File: src/rtl/vend_dispense_sequencer.sv
// Payout sequencer: takes one vend order (candies, beg coins, obeg coin) and
// drives the candy motor and the two coin hoppers one item at a time. Each
// item waits for its drop/exit sensor acknowledge. A missing acknowledge
// latches a fault that only fault_clr releases.
module vend_dispense_sequencer #(
    parameter int PULSE_W = 4,    // actuator drive pulse length in clk cycles
    parameter int TIMEOUT = 200,  // max wait cycles for an item acknowledge
    parameter int TMR_W   = 8     // timer width, holds max(PULSE_W, TIMEOUT)
) (
    input  logic       clk,
    input  logic       reset,        // asynchronous, active-low
    input  logic       order_valid,
    output logic       order_ready,
    input  logic [2:0] order_candy,
    input  logic [2:0] order_beg,
    input  logic       order_obeg,
    input  logic       candy_ack,
    input  logic       coin_ack,
    input  logic       fault_clr,
    output logic       candy_drv,
    output logic       beg_drv,
    output logic       obeg_drv,
    output logic       busy,
    output logic       done,
    output logic       fault,
    output logic [1:0] fault_code,
    output logic [2:0] candy_left,
    output logic [2:0] beg_left
);

    typedef enum logic [3:0] {
        IDLE    = 4'd0,
        C_PULSE = 4'd1,
        C_WAIT  = 4'd2,
        B_PULSE = 4'd3,
        B_WAIT  = 4'd4,
        O_PULSE = 4'd5,
        O_WAIT  = 4'd6,
        DONE    = 4'd7,
        FAULT   = 4'd8
    } state_t;

    // Stage codes double as the fault_code values reported to the display.
    localparam logic [1:0] STG_NONE  = 2'd0;
    localparam logic [1:0] STG_CANDY = 2'd1;
    localparam logic [1:0] STG_BEG   = 2'd2;
    localparam logic [1:0] STG_OBEG  = 2'd3;

    // Last timer value of a drive pulse and of an acknowledge wait window.
    localparam logic [TMR_W-1:0] PULSE_LAST = TMR_W'(PULSE_W - 1);
    localparam logic [TMR_W-1:0] WAIT_LAST  = TMR_W'(TIMEOUT - 1);

    state_t           state_reg, state_next;
    logic [TMR_W-1:0] tmr_reg, tmr_next;
    logic [2:0]       candy_left_reg, candy_left_next;
    logic [2:0]       beg_left_reg, beg_left_next;
    logic             obeg_reg, obeg_next;
    logic             ack_seen_reg, ack_seen_next;
    logic [1:0]       fault_code_reg, fault_code_next;

    logic [1:0]       cur_stage;
    logic             in_pulse;
    logic             in_wait;
    logic             cur_ack;
    logic             item_complete;
    logic [2:0]       drv_vec;

    // First stage that still has work, in payout order candy -> beg -> obeg.
    function automatic state_t first_stage(input logic [2:0] c,
                                           input logic [2:0] b,
                                           input logic       o);
        state_t s;
        if (c != 3'd0) begin
            s = C_PULSE;
        end else if (b != 3'd0) begin
            s = B_PULSE;
        end else if (o) begin
            s = O_PULSE;
        end else begin
            s = DONE;
        end
        return s;
    endfunction

    // Wait state that follows a given pulse state.
    function automatic state_t wait_of(input state_t s);
        state_t w;
        case (s)
            C_PULSE: w = C_WAIT;
            B_PULSE: w = B_WAIT;
            O_PULSE: w = O_WAIT;
            default: w = IDLE;
        endcase
        return w;
    endfunction

    // Decode which payout stage is active and whether it is driving or waiting.
    always_comb begin
        cur_stage = STG_NONE;
        in_pulse  = 1'b0;
        in_wait   = 1'b0;
        case (state_reg)
            C_PULSE: begin cur_stage = STG_CANDY; in_pulse = 1'b1; end
            C_WAIT:  begin cur_stage = STG_CANDY; in_wait  = 1'b1; end
            B_PULSE: begin cur_stage = STG_BEG;   in_pulse = 1'b1; end
            B_WAIT:  begin cur_stage = STG_BEG;   in_wait  = 1'b1; end
            O_PULSE: begin cur_stage = STG_OBEG;  in_pulse = 1'b1; end
            O_WAIT:  begin cur_stage = STG_OBEG;  in_wait  = 1'b1; end
            default: ;
        endcase
    end

    // Only the sensor belonging to the active stage counts; the coin sensor
    // is shared by both hoppers.
    always_comb begin
        cur_ack = 1'b0;
        if (cur_stage == STG_CANDY) begin
            cur_ack = candy_ack;
        end else if (cur_stage != STG_NONE) begin
            cur_ack = coin_ack;
        end
    end

    // Drives decode straight from the state register so an asynchronous
    // reset drops them without waiting for a clock; one stage at a time.
    for (genvar gi = 0; gi < 3; gi++) begin : g_drv
        assign drv_vec[gi] = in_pulse && (cur_stage == 2'(gi + 1));
    end

    assign candy_drv   = drv_vec[0];
    assign beg_drv     = drv_vec[1];
    assign obeg_drv    = drv_vec[2];

    assign order_ready = (state_reg == IDLE);
    assign busy        = (state_reg != IDLE);
    assign done        = (state_reg == DONE);
    assign fault       = (state_reg == FAULT);
    assign fault_code  = fault_code_reg;
    assign candy_left  = candy_left_reg;
    assign beg_left    = beg_left_reg;

    // Next-state logic: order accept, pulse timing, ack wait / timeout,
    // then item bookkeeping and selection of the next stage.
    always_comb begin
        state_next      = state_reg;
        tmr_next        = tmr_reg;
        candy_left_next = candy_left_reg;
        beg_left_next   = beg_left_reg;
        obeg_next       = obeg_reg;
        ack_seen_next   = ack_seen_reg;
        fault_code_next = fault_code_reg;
        item_complete   = 1'b0;

        case (state_reg)
            IDLE: begin
                if (order_valid) begin
                    candy_left_next = order_candy;
                    beg_left_next   = order_beg;
                    obeg_next       = order_obeg;
                    tmr_next        = '0;
                    ack_seen_next   = 1'b0;
                    state_next      = first_stage(order_candy, order_beg, order_obeg);
                end
            end

            C_PULSE, B_PULSE, O_PULSE: begin
                // An early ack is remembered; extra acks for the same item
                // just re-set the same flag.
                if (cur_ack) begin
                    ack_seen_next = 1'b1;
                end
                if (tmr_reg == PULSE_LAST) begin
                    tmr_next      = '0;
                    ack_seen_next = 1'b0;
                    if (ack_seen_reg || cur_ack) begin
                        item_complete = 1'b1;
                    end else begin
                        state_next = wait_of(state_reg);
                    end
                end else begin
                    tmr_next = tmr_reg + 1'b1;
                end
            end

            C_WAIT, B_WAIT, O_WAIT: begin
                // An ack on the final wait cycle still beats the timeout.
                if (cur_ack) begin
                    item_complete = 1'b1;
                end else if (tmr_reg == WAIT_LAST) begin
                    state_next      = FAULT;
                    fault_code_next = cur_stage;
                end else begin
                    tmr_next = tmr_reg + 1'b1;
                end
            end

            DONE: begin
                state_next = IDLE;
            end

            FAULT: begin
                // Abandon the order: counts are dropped, nothing is retried.
                if (fault_clr) begin
                    state_next      = IDLE;
                    fault_code_next = STG_NONE;
                    candy_left_next = 3'd0;
                    beg_left_next   = 3'd0;
                    obeg_next       = 1'b0;
                end
            end

            default: begin
                state_next = IDLE;
            end
        endcase

        // One item delivered: count it and pick the next pulse or finish.
        if (item_complete) begin
            tmr_next      = '0;
            ack_seen_next = 1'b0;
            case (cur_stage)
                STG_CANDY: begin
                    candy_left_next = candy_left_reg - 3'd1;
                    if (candy_left_reg != 3'd1) begin
                        state_next = C_PULSE;
                    end else begin
                        state_next = first_stage(3'd0, beg_left_reg, obeg_reg);
                    end
                end
                STG_BEG: begin
                    beg_left_next = beg_left_reg - 3'd1;
                    if (beg_left_reg != 3'd1) begin
                        state_next = B_PULSE;
                    end else begin
                        state_next = first_stage(3'd0, 3'd0, obeg_reg);
                    end
                end
                STG_OBEG: begin
                    obeg_next  = 1'b0;
                    state_next = DONE;
                end
                default: ;
            endcase
        end
    end

    // State and datapath registers with asynchronous active-low reset.
    always_ff @(posedge clk or negedge reset) begin
        if (!reset) begin
            state_reg      <= IDLE;
            tmr_reg        <= '0;
            candy_left_reg <= 3'd0;
            beg_left_reg   <= 3'd0;
            obeg_reg       <= 1'b0;
            ack_seen_reg   <= 1'b0;
            fault_code_reg <= 2'd0;
        end else begin
            state_reg      <= state_next;
            tmr_reg        <= tmr_next;
            candy_left_reg <= candy_left_next;
            beg_left_reg   <= beg_left_next;
            obeg_reg       <= obeg_next;
            ack_seen_reg   <= ack_seen_next;
            fault_code_reg <= fault_code_next;
        end
    end

endmodule

File: config.mk
export PLATFORM = sky130hd
export DESIGN_NAME = vend_dispense_sequencer
export DESIGN_NICKNAME = d
export VERILOG_FILES = /design/src/rtl/vend_dispense_sequencer.sv
export SDC_FILE = /design/constraint.sdc
export NUM_CORES = 1
export LEC_CHECK = 0
export CAP_MARGIN = 10
export CELL_PAD_IN_SITES_DETAIL_PLACEMENT = 2
export CELL_PAD_IN_SITES_GLOBAL_PLACEMENT = 2
export CORE_MARGIN = 2
export CORE_UTILIZATION = 29
export CTS_CLUSTER_DIAMETER = 40
export DETAILED_ROUTE_END_ITERATION = 8
export GPL_TIMING_DRIVEN = 0
export PLACE_DENSITY = 0.84
export SLEW_MARGIN = 20
export SYNTH_ARGS = -nofsm -noshare
export SYNTH_HDL_FRONTEND = slang
export SYNTH_SLANG_ARGS = --single-unit
File: constraint.sdc
create_clock -name clk -period 2.2 [get_ports clk]
set_clock_uncertainty 0.2 [all_clocks]
set_input_delay 0.44 -clock clk [delete_from_list [all_inputs] [get_ports clk]]
set_output_delay 0.44 -clock clk [all_outputs]
set_load 0.05 [all_outputs]
## Yosys cells after proc, flatten, opt, wreduce, memory -nomap -nowiden

Index checks and enable logic that the tools add are counted.

| storage, ports and cells | value |
|---|---|
| bits in registers | 22 |
| output and inout port bits | 15 |
| word-level logic and storage cells | 108 |

| cells by class | value |
|---|---|
| $add $sub $neg | 3 |
| equality and inequality tests | 22 |
| multiplexer cells | 55 |
| reductions and logical operators | 21 |

Operator list:

| kind | number |
|---|---|
| $mux 8 | 5 |
| $mux 3 | 12 |
| $mux 4 | 8 |
| $pmux 8 s3 | 1 |
| $eq 4x3->1 const B | 4 |
| $pmux 4 s4 | 1 |
| $mux 1 | 14 |
| $pmux 3 s2 | 2 |
| $pmux 4 s3 | 1 |
| $reduce_bool 3->1 | 4 |
| $mux 2 | 5 |
| $pmux 3 s3 | 1 |
| $add 8x1->8 const B | 1 |
| $eq 4x2->1 const B | 2 |
| $eq 8x2->1 const B | 1 |
| $eq 8x8->1 const B | 1 |
| $reduce_and 4->1 | 2 |
| $reduce_bool 4->1 | 2 |
| $ne 2x2->1 const B | 3 |
| $ne 3x1->1 const B | 2 |
| $ne 3x3->1 const B | 2 |
| $pmux 1 s2 | 3 |
| $pmux 2 s3 | 1 |
| $reduce_or 2->1 | 3 |
| 14 further kinds | 20 |

## Longest topological paths before layout

Gate-level depths: netlist of run 1.

| depth | value |
|---|---|
| depth after elaboration | 12 |
| depth in mapped cells | 7 |
| gate-level depth less buffers | 6 |

## Worst setup path before layout of run 1

No wires, ideal clock.

| timing path | value |
|---|---|
| kind | register to register |
| start point | register state_reg[1] |
| end point | register beg_left_reg[0], in the netlist beg_left[0] |
| setup time | 0.085 ns |
| arrival time | 2.945 ns |
| required time | 1.915 ns |
| path slack | -1.030 ns |
| stages on the path, launching flop included | 8 |
| path through | dfrtp_1 buf_2 buf_2 nor4_2 inv_1 nor2_2 a22oi_1 mux2i_1 |

RTL lines:

| what | RTL line | RTL |
|---|---|---|
| start: declaration | 53 | `state_t state_reg, state_next;` |
| start signal: assignment | 258 | `state_reg <= state_next;` |
| $logic_not 4->1 * | - |  |
| via order_ready | 13 | `output logic order_ready,` |
| $pmux 3 s2 * | 154 | `case (state_reg)` |
| $mux 3 | 221 | `case (cur_stage)` |
| $mux 3 * | 218 | `if (item_complete) begin` |
| via beg_left_next[0] | 56 | `logic [2:0] beg_left_reg, beg_left_next;` |
| end signal: assignment | 261 | `beg_left_reg <= beg_left_next;` |
| end: declaration | 56 |  |

Mark *: on every way through the listed nets, which the timed path passes. The rest lies on a longest branch.
A chain may end at the register's enable or synchronous reset.

## Worst setup path after layout of run 1

| timing path | value |
|---|---|
| start point | register tmr_reg[0] |
| end point | register tmr_reg[3] |

| between the ends | value |
|---|---|
| cells in the longest elaborated chain, start to end | 5 |

Ends and longest elaborated chain:

| what | RTL line | RTL |
|---|---|---|
| start: declaration | 54 | `logic [TMR_W-1:0] tmr_reg, tmr_next;` |
| start signal: assignment | 259 | `tmr_reg <= tmr_next;` |
| $add 8x1->8 or $eq 8x2->1 (tied branches) | 181, 193, 172 |  |
| $mux 8 or $mux 1 (tied branches) | 189, 172 |  |
| $mux 8 or $pmux 1 s2 (tied branches) | 187, 154 |  |
| $pmux 8 s3 (tied with other cells) | 154 |  |
| $mux 8 or $reduce_and 4->1 (tied branches) | - |  |

Parallel ways exist; a longest one is shown, timed or not. The select of a mux whose other input is x is not followed.

==> results of run 1 <==
[area by class of cell]
type	instances	area (um2)
Inverter	12	47.5
Buffer	8	105
Sequential cell	22	558
Timing Repair Buffer	58	502
Tap cell	72	90.1
Multi-Input combinational cell	149	1260
Fill cell	608	2990
Clock buffer	4	55.1
[metrics by stage]
step	TNS (ns)	hold slack, ns	utilization
2_1_floorplan	-0.644	-0.0556	-
3_3_place_gp	-4.96	0.278	0.375
3_5_place_dp	-5.54	0.293	0.375
4_1_cts	-0.338	0.322	0.409
5_1_grt	-1.93	0.343	0.467
6_report	-0.961	0.314	0.467
[worst max-delay path by stage]
stage	startpoint	endpoint	slack [ns]	cells after the start
global route	tmr_reg[0]	tmr_reg[3]	-0.20	8
finish	tmr_reg[0]	tmr_reg[3]	-0.12	8
CTS	tmr_reg[1]	tmr_reg[0]	-0.09	7
global placement	state_reg[3]	fault	-0.54	4
detailed placement	state_reg[2]	fault	-0.59	5
floorplan	state_reg[0]	beg_left[0]	-0.12	7
[layer usage]
metal,track usage,vias up,share of wire
li1,-,844,-
met2,0.351,47,0.50
met4,0.0610,0,0.029
met5,0,-,0
met1,0.260,959,0.44
met3,0.0135,19,0.028
[critical path, cell delays in order, from the launching register on]
cell and delay (ns):
dfrtp_1 0.42, ha_4 0.16, or4b_4 0.49, buf_4 0.16, o211ai_1 0.22, o21ai_2 0.13, buf_6 0.18, a22oi_2 0.13
o31ai_1 0.11
[repair_timing]
item / 4_1_cts / 5_1_grt
resized for setup: 70 / 39
endpoints found under the hold margin: 0 / 22
cloned: 0 / 3
setup endpoints to repair: 24 / 23
pin swaps: 10 / 10
setup buffers: 7 / 20
hold buffers: 0 / 1
[logic make-up after synthesis]
kind of cell / after synthesis / share of synthesized area
simple gates: 77 / 0.254
compound gates: 56 / 0.269
flops: 22 / 0.323
buf+inv: 21 / 0.0542
mux: 6 / 0.0359
fa+ha+maj: 6 / 0.0440
xor+xnor: 4 / 0.0205
[synth_stat cells, drive strengths merged (2+ instances only)]
cell type | instances | area (um2)
a21boi | 2 | 15.0
a21oi | 6 | 30.0
a221oi | 2 | 23.8
a22oi | 7 | 52.6
a31oi | 5 | 31.3
and2 | 3 | 20.0
and3 | 3 | 20.0
buf | 7 | 40.0
clkbuf | 2 | 7.51
dfrtp | 22 | 551
ha | 6 | 75.1
inv | 12 | 45.0
mux2i | 5 | 50.1
nand2 | 17 | 63.8
nand2b | 6 | 37.5
nand3 | 8 | 40.0
nand3b | 2 | 15.0
nor2 | 13 | 51.3
nor2b | 2 | 12.5
nor3 | 6 | 30.0
nor4 | 3 | 25.0
o211a | 3 | 30.0
o21ai | 7 | 35.0
o22a | 2 | 18.8
o22ai | 4 | 25.0
o31ai | 3 | 27.5
or2 | 3 | 21.3
or3 | 2 | 12.5
xnor2 | 2 | 17.5
xor2 | 2 | 17.5
[cell usage in the layout (no fill, tap or decap), types with 4 or more instances in the layout]
cell | Yosys | layout
buf_4 | 2 | 28
dfrtp_1 | 22 | 16
clkdlybuf4s50_1 | 0 | 16
nand2_1 | 17 | 13
inv_1 | 12 | 11
nor2_1 | 12 | 9
nand3_1 | 8 | 8
buf_6 | 0 | 6
a22oi_1 | 7 | 6
dfrtp_2 | 0 | 6
mux2i_1 | 5 | 5
ha_1 | 6 | 5
nand2b_1 | 6 | 4
nor3_1 | 6 | 4
a21oi_1 | 6 | 4
o21ai_0 | 4 | 4
nand2_2 | 0 | 4
clkbuf_8 | 0 | 4
buf_2 | 5 | 4
[power groups by stage]
| stage | combinational, mW | clock (mW) | sequential, mW |
|---|---|---|---|
| after CTS | 2.30 | 0.324 | 0.700 |
| after global routing | 3.14 | 0.333 | 0.740 |
| final | 2.98 | 0.319 | 0.725 |
| after floorplan | 1.34 | 0 | 0.836 |
| after detailed placement | 2.10 | 0 | 0.692 |
| after global placement | 2.02 | 0 | 0.683 |
==> flow_summary.ini, run 1 <==
[power]
sw_frac_of_total = 0.518
intPower_mw = 1.94
power_mw = 4.03
seqPwrFrac = 0.180
power_leakage_nw = 1.16
irDropWorstVdd_uv = 635
powerDensity_nw_per_um2 = 1540
pwr-share-clk = 0.079
p_switching_mw = 2.09
power_frac_comb = 0.741

[yosys]
seq_area_frac_synth = 0.323
syn_inst = 192
synth_async_sr_flop_share = 1.00
syn_area_um2 = 1710
syn_nets = 211
ys_warn_count = 0
avgSynthCellArea_um2 = 8.89
synth_edf_count = 0
ys_seq_elements = 22
synthFlopType = dfrtp_1
ys_types = 66

[sta]
hold_viol_final = 0
worst_pin_slew_ns = 0.543
min_period_over_period = 1.05
rsz0062_at_grt = yes
period_needed_ns = 2.32
finalMaxSlewViolations = 0
relSlewSlack = 0.635
max_clock_freq_mhz = 432
final.setup.worst_slack_ns = -0.117
setup_viol = 15

[hold_path]
holdPathEnd = fault_code[0]
min_path_cells = 1
hold_class = register to register
hold_start = fault_code[0]

[critical_path]
crit_type = register to register
startpoint_type = register
r2r-end = tmr_reg[3]
critPathArrivalTime_ns = 2.28
r2r_setup_slack_ns = -0.12
critPathRequiredTime_ns = 2.16
cp_max_fo = 5
r2r_cells = 8
regToRegStartpoint = tmr_reg[0]
worstSetupEndpointType = register

[run_status]
status = finished, violations left
violations = setup timing

[placement]
dp_hpwl_um = 4170
gp_congestion = 0.839
place_inst = 291
io_buffer_count = 27
dp_slack_ns = -0.588
place_area_um2 = 2100

[clocking]
clk_pin_slew_ns = 0.09
cts_tree = built
cts_num_sinks = 22
worst_skew_pair.late_latency_ns = 0.28
htreeDepth = 1
cts_buffer_depth = 2
root_buffer = clkbuf_8
cts_buffers = 3

[routing]
num_vias = 1869
drt_iter0_markers = 131
wl_um = 7930
postRouteAntennaNets = 0
vias_per_cell = 5.75
dr.pass1.iters = 4
remaining_drc_errors = 0
wl_per_cell_um = 24.4

[layout]
largest_reg_flops = 8
layout.cells.non_filler = 325
syn2layout_area_growth_pct = 53.5
drive_above_1_share = 0.407
final_area_um2 = 2620
final_net_count = 273
diodes = 0

[floorplan]
rows = 27
dieArea_um2 = 6510
start_util = 0.304
die_h_um = 80.7
coreArea_um2 = 5610
die_x_um = 80.7
top_level_ports = 28

[global_routing]
grt.total_usage = 0.199
grt_max_degree = 23
grt_pass1_wl_um = 9960
overflow = 0
grt_pass1_vias = 1830
antenna_found_initial = 0

[job]
drv_cap = 0
Power figures use the tool's default switching activity.
==> inputs of run 2 (changes only) <==
Settings changed: MAX_ROUTING_LAYER set to met4, SETUP_SLACK_MARGIN set to 0.15.
==> flow_summary.ini, run 2 (synthesis gave the netlist of run 1 again) <==
[placement]
dp_hpwl_um = 4190
io_buffer_count = 27
gp_congestion = 0.814

[job]
drv_cap = 0

[critical_path]
cp_max_fo = 10
critPathRequiredTime_ns = 1.56
startpoint_type = register
critPathArrivalTime_ns = 1.68
worstSetupEndpointType = primary output
crit_type = register to primary output

[global_routing]
grt_pass1_vias = 1966
grt_pass1_wl_um = 10600
grt.total_usage = 0.221
overflow = 0
grt_max_degree = 23
antenna_found_initial = 0

[sta]
relSlewSlack = 0.634
setup_viol = 11
max_clock_freq_mhz = 431
worst_pin_slew_ns = 0.549
hold_viol_final = 0
min_period_over_period = 1.05
rsz0062_at_grt = yes
final.setup.worst_slack_ns = -0.118
finalMaxSlewViolations = 0
period_needed_ns = 2.32

[routing]
num_vias = 1832
vias_per_cell = 5.74
wl_um = 7920
postRouteAntennaNets = 0
dr.pass1.iters = 5
remaining_drc_errors = 0
drt_iter0_markers = 99
wl_per_cell_um = 24.8

[floorplan]
start_util = 0.304
coreArea_um2 = 5610
rows = 27
top_level_ports = 28
die_h_um = 80.7
die_x_um = 80.7
dieArea_um2 = 6510

[layout]
fin_util = 0.486
final_common_cell = dfrtp_1
multi_input_comb_area_um2 = 1370
ff_latch_area_um2 = 552
syn2layout_area_growth_pct = 59.8
fillCellCount = 596
largest_reg_flops = 8
diodes = 0
final_net_count = 268
layout_common_cells = 21 x dfrtp_1, 20 x buf_4, 13 x nand2_1
drive_above_1_share = 0.401

[clocking]
root_buffer = clkbuf_8
cts_buffer_depth = 2
cts_buffers = 3
clk_pin_slew_ns = 0.09
worst_skew_pair.late_latency_ns = 0.28
cts_tree = built
htreeDepth = 1
cts_num_sinks = 22

[hold_path]
hold_class = register to register

[power]
irDropWorstVdd_uv = 752
power_leakage_nw = 1.18
power_mw = 4.06
powerDensity_nw_per_um2 = 1490

[run_status]
violations = setup timing
status = finished, violations left
[run 2: worst paths after layout]
kind	slack, ns	cells after the start	startpoint	end
setup / recovery	-0.12	5	state_reg[0]	fault
hold / removal	0.34	1	fault_code[0]	fault_code[0]
setup reg to reg	-0.04	4	tmr_reg[5]	tmr_reg[5]
hold reg to reg	0.34	1	fault_code[0]	fault_code[0]
max in group asynchronous	0.92	2	reset	tmr_reg[3]
min in group asynchronous	0.47	2	reset	candy_left[0]
[run 2: per-layer routing]
metal | global-route usage | wire length (um) | vias to the layer above
met5 | - | 0 | -
met4 | 0.0610 | 225 | 0
met3 | 0.0180 | 179 | 15
met2 | 0.369 | 4090 | 37
met1 | 0.288 | 3430 | 945
li1 | - | - | 835
[run 2: what timing repair did]
| action | CTS | global route |
|---|---|---|
| endpoints found under the hold margin | 0 | 22 |
| gates resized for setup | 105 | 28 |
| hold buffers | 0 | 1 |
| pin swaps | 8 | 14 |
| buffers inserted | 15 | 9 |
| setup endpoints to repair | 36 | 28 |
[run 2: worst max-delay path, cell delays in order, from the launching register on]
cell and delay (ns):
dfrtp_1 0.43, buf_6 0.17, buf_8 0.16, nor3_4 0.28
and2_4 0.21, buf_8 0.14
[run 2: final cells by class]
cell class	instances	share of cell area
clock buffers	3	0.0151
repair buffers	52	0.187
flip-flops and latches	22	0.202
multi-input cells	149	0.502
plain buffers	9	0.0422
well taps	72	0.0330
inverters	12	0.0184
[run 2: metrics by stage]
step | cell area, um2 | hold slack, ns | setup TNS (ns) | setup slack [ns] | cells
final | 2730 | 0.344 | -0.376 | -0.118 | 319
after global routing | 2730 | 0.392 | -1.39 | -0.160 | 319
after CTS | 2510 | 0.341 | -0.0122 | -0.00921 | 309
after detailed placement | 2130 | 0.299 | -6.36 | -0.678 | 291
after global placement | 2130 | 0.283 | -5.33 | -0.644 | 291
after floorplan | 1770 | -0.0556 | -0.833 | -0.123 | 192
[run 2: where the power goes]
group | internal (mW) | leakage [nW] | total [mW] | switching [mW]
sequential | 0.545 | 0.274 | 0.722 | 0.178
combinational | 1.28 | 0.883 | 3.05 | 1.77
clock | 0.123 | 0.0216 | 0.283 | 0.159
==> inputs of run 3 (changes only) <==
Settings changed: CORE_UTILIZATION 29 to 35, PLACE_DENSITY 0.84 to 0.94.
Clock period 2.2 ns to 2.9 ns, I/O delays scaled along.
==> flow_summary.ini, run 3 (synthesis gave the netlist of run 1 again) <==
[layout]
final_common_cell = dfrtp_1
drive_above_1_share = 0.152
fin_util = 0.448
largest_reg_flops = 8
layout_common_cells = 22 x dfrtp_1, 19 x clkdlybuf4s50_1, 17 x nand2_1
fillCellCount = 529
final_net_count = 243
final_area_um2 = 2110
syn2layout_area_growth_pct = 23.9
diodes = 0

[job]
drv_cap = 0

[floorplan]
die_h_um = 73.8
coreArea_um2 = 4720
top_level_ports = 28
rows = 25
die_x_um = 73.8
dieArea_um2 = 5450
start_util = 0.361

[critical_path]
regToRegStartpoint = tmr_reg[0]
startpoint_type = register
crit_type = register to primary output
worstSetupEndpointType = primary output
r2r_cells = 6
cp_max_fo = 10
r2r_setup_slack_ns = 0.33
critPathArrivalTime_ns = 1.93
critPathRequiredTime_ns = 2.12
r2r-end = beg_left[2]
crit_path_end = order_ready
critPathLaunch = state_reg[1]

[sta]
hold_viol_final = 0
rsz0062_at_grt = yes
min_period_over_period = 0.936
worst_pin_slew_ns = 0.563
relSlewSlack = 0.620
max_clock_freq_mhz = 368
period_needed_ns = 2.71
setup_viol = 0
finalMaxSlewViolations = 0

[routing]
num_vias = 1687
wl_per_cell_um = 21.4
postRouteAntennaNets = 0
remaining_drc_errors = 0
drt_iter0_markers = 61
vias_per_cell = 5.82
dr.pass1.iters = 4
wl_um = 6210

[global_routing]
grt.total_usage = 0.260
grt_pass1_vias = 1802
grt_max_degree = 23
overflow = 0
antenna_found_initial = 0
grt_pass1_wl_um = 10200

[power]
powerDensity_nw_per_um2 = 1120
power_leakage_nw = 0.929
irDropWorstVdd_uv = 542

[clocking]
cts_num_sinks = 22
cts_buffers = 3
worst_skew_pair.late_latency_ns = 0.28
htreeDepth = 1
cts_buffer_depth = 2
root_buffer = clkbuf_8
cts_setup_buffers = 0
cts_hold_buffers = 0
cts_tree = built
clk_pin_slew_ns = 0.09

[placement]
place_area_um2 = 2070
dp_hpwl_um = 4450
io_buffer_count = 27
gp_congestion = 0.845

[run_status]
status = completed

[hold_path]
hold_class = input port to asynchronous set/reset pin
[run 3: cell count changes in the layout (fill, tap and decap cells not counted), sizes merged]
cell / previous run / this run
dlygate4sd3: 1 / 0
dlymetal6s2s: 1 / 0
buf: 39 / 8
dlygate4sd2: 9 / 3
clkbuf: 5 / 8
clkdlybuf4s15: 0 / 2
clkdlybuf4s50: 9 / 19
[run 3: final cells by class]
type | count | area [um2] | area share
timing repair buffer | 27 | 254 | 0.120
sequential | 22 | 551 | 0.260
multi-input combinational | 149 | 1080 | 0.509
clock buffer | 4 | 55.1 | 0.0260
inverter | 12 | 45.0 | 0.0213
buffer | 9 | 48.8 | 0.0231
tap | 67 | 83.8 | 0.0396
[run 3: what timing repair did]
item / 4_1_cts / 5_1_grt
gates resized for setup: 12 / 7
hold endpoints to repair: 0 / 0
setup endpoints to repair: 7 / 6
[run 3: critical path, stage by stage, from the launching register on]
cell and delay [ns]:
dfrtp_1 0.37, buf_2 0.19, buf_2 0.22, nor4_4 0.29
dlygate4sd2_1 0.58
[run 3: stage by stage]
step                      power, mW  std cells  hold slack [ns]  setup TNS, ns  setup slack [ns]
after floorplan                1.63        192           0.0844              0             0.194
after global placement         2.02        286            0.278              0            0.0340
after detailed placement       2.11        286            0.311        -0.0101           -0.0101
after CTS                      2.37        290            0.318              0             0.152
after global routing           2.53        290           0.0906              0            0.0921
final                          2.36        290           0.0659              0             0.186
[run 3: worst min path at each step]
stage	slack, ns	cells after the start	end
finish	0.07	1	tmr_reg[1]
global route	0.09	1	tmr_reg[0]
CTS	0.32	1	fault_code[0]
detailed placement	0.31	1	fault_code[0]
global placement	0.28	1	fault_code[0]
floorplan	0.08	0	ack_seen_reg
[run 3: per-layer routing]
layer	GRT usage	up-vias	part of all wire
met2	0.416	33	0.49
met4	0.0848	0	0.022
met5	-	-	0
met3	0.0274	11	0.027
met1	0.345	858	0.46
li1	-	785	-
[run 3: report_power, final]
group / internal (mW) / switching, mW / total, mW
Sequential: 0.412 / 0.117 / 0.529
Clock: 0.122 / 0.115 / 0.237
Combinational: 0.550 / 1.04 / 1.59
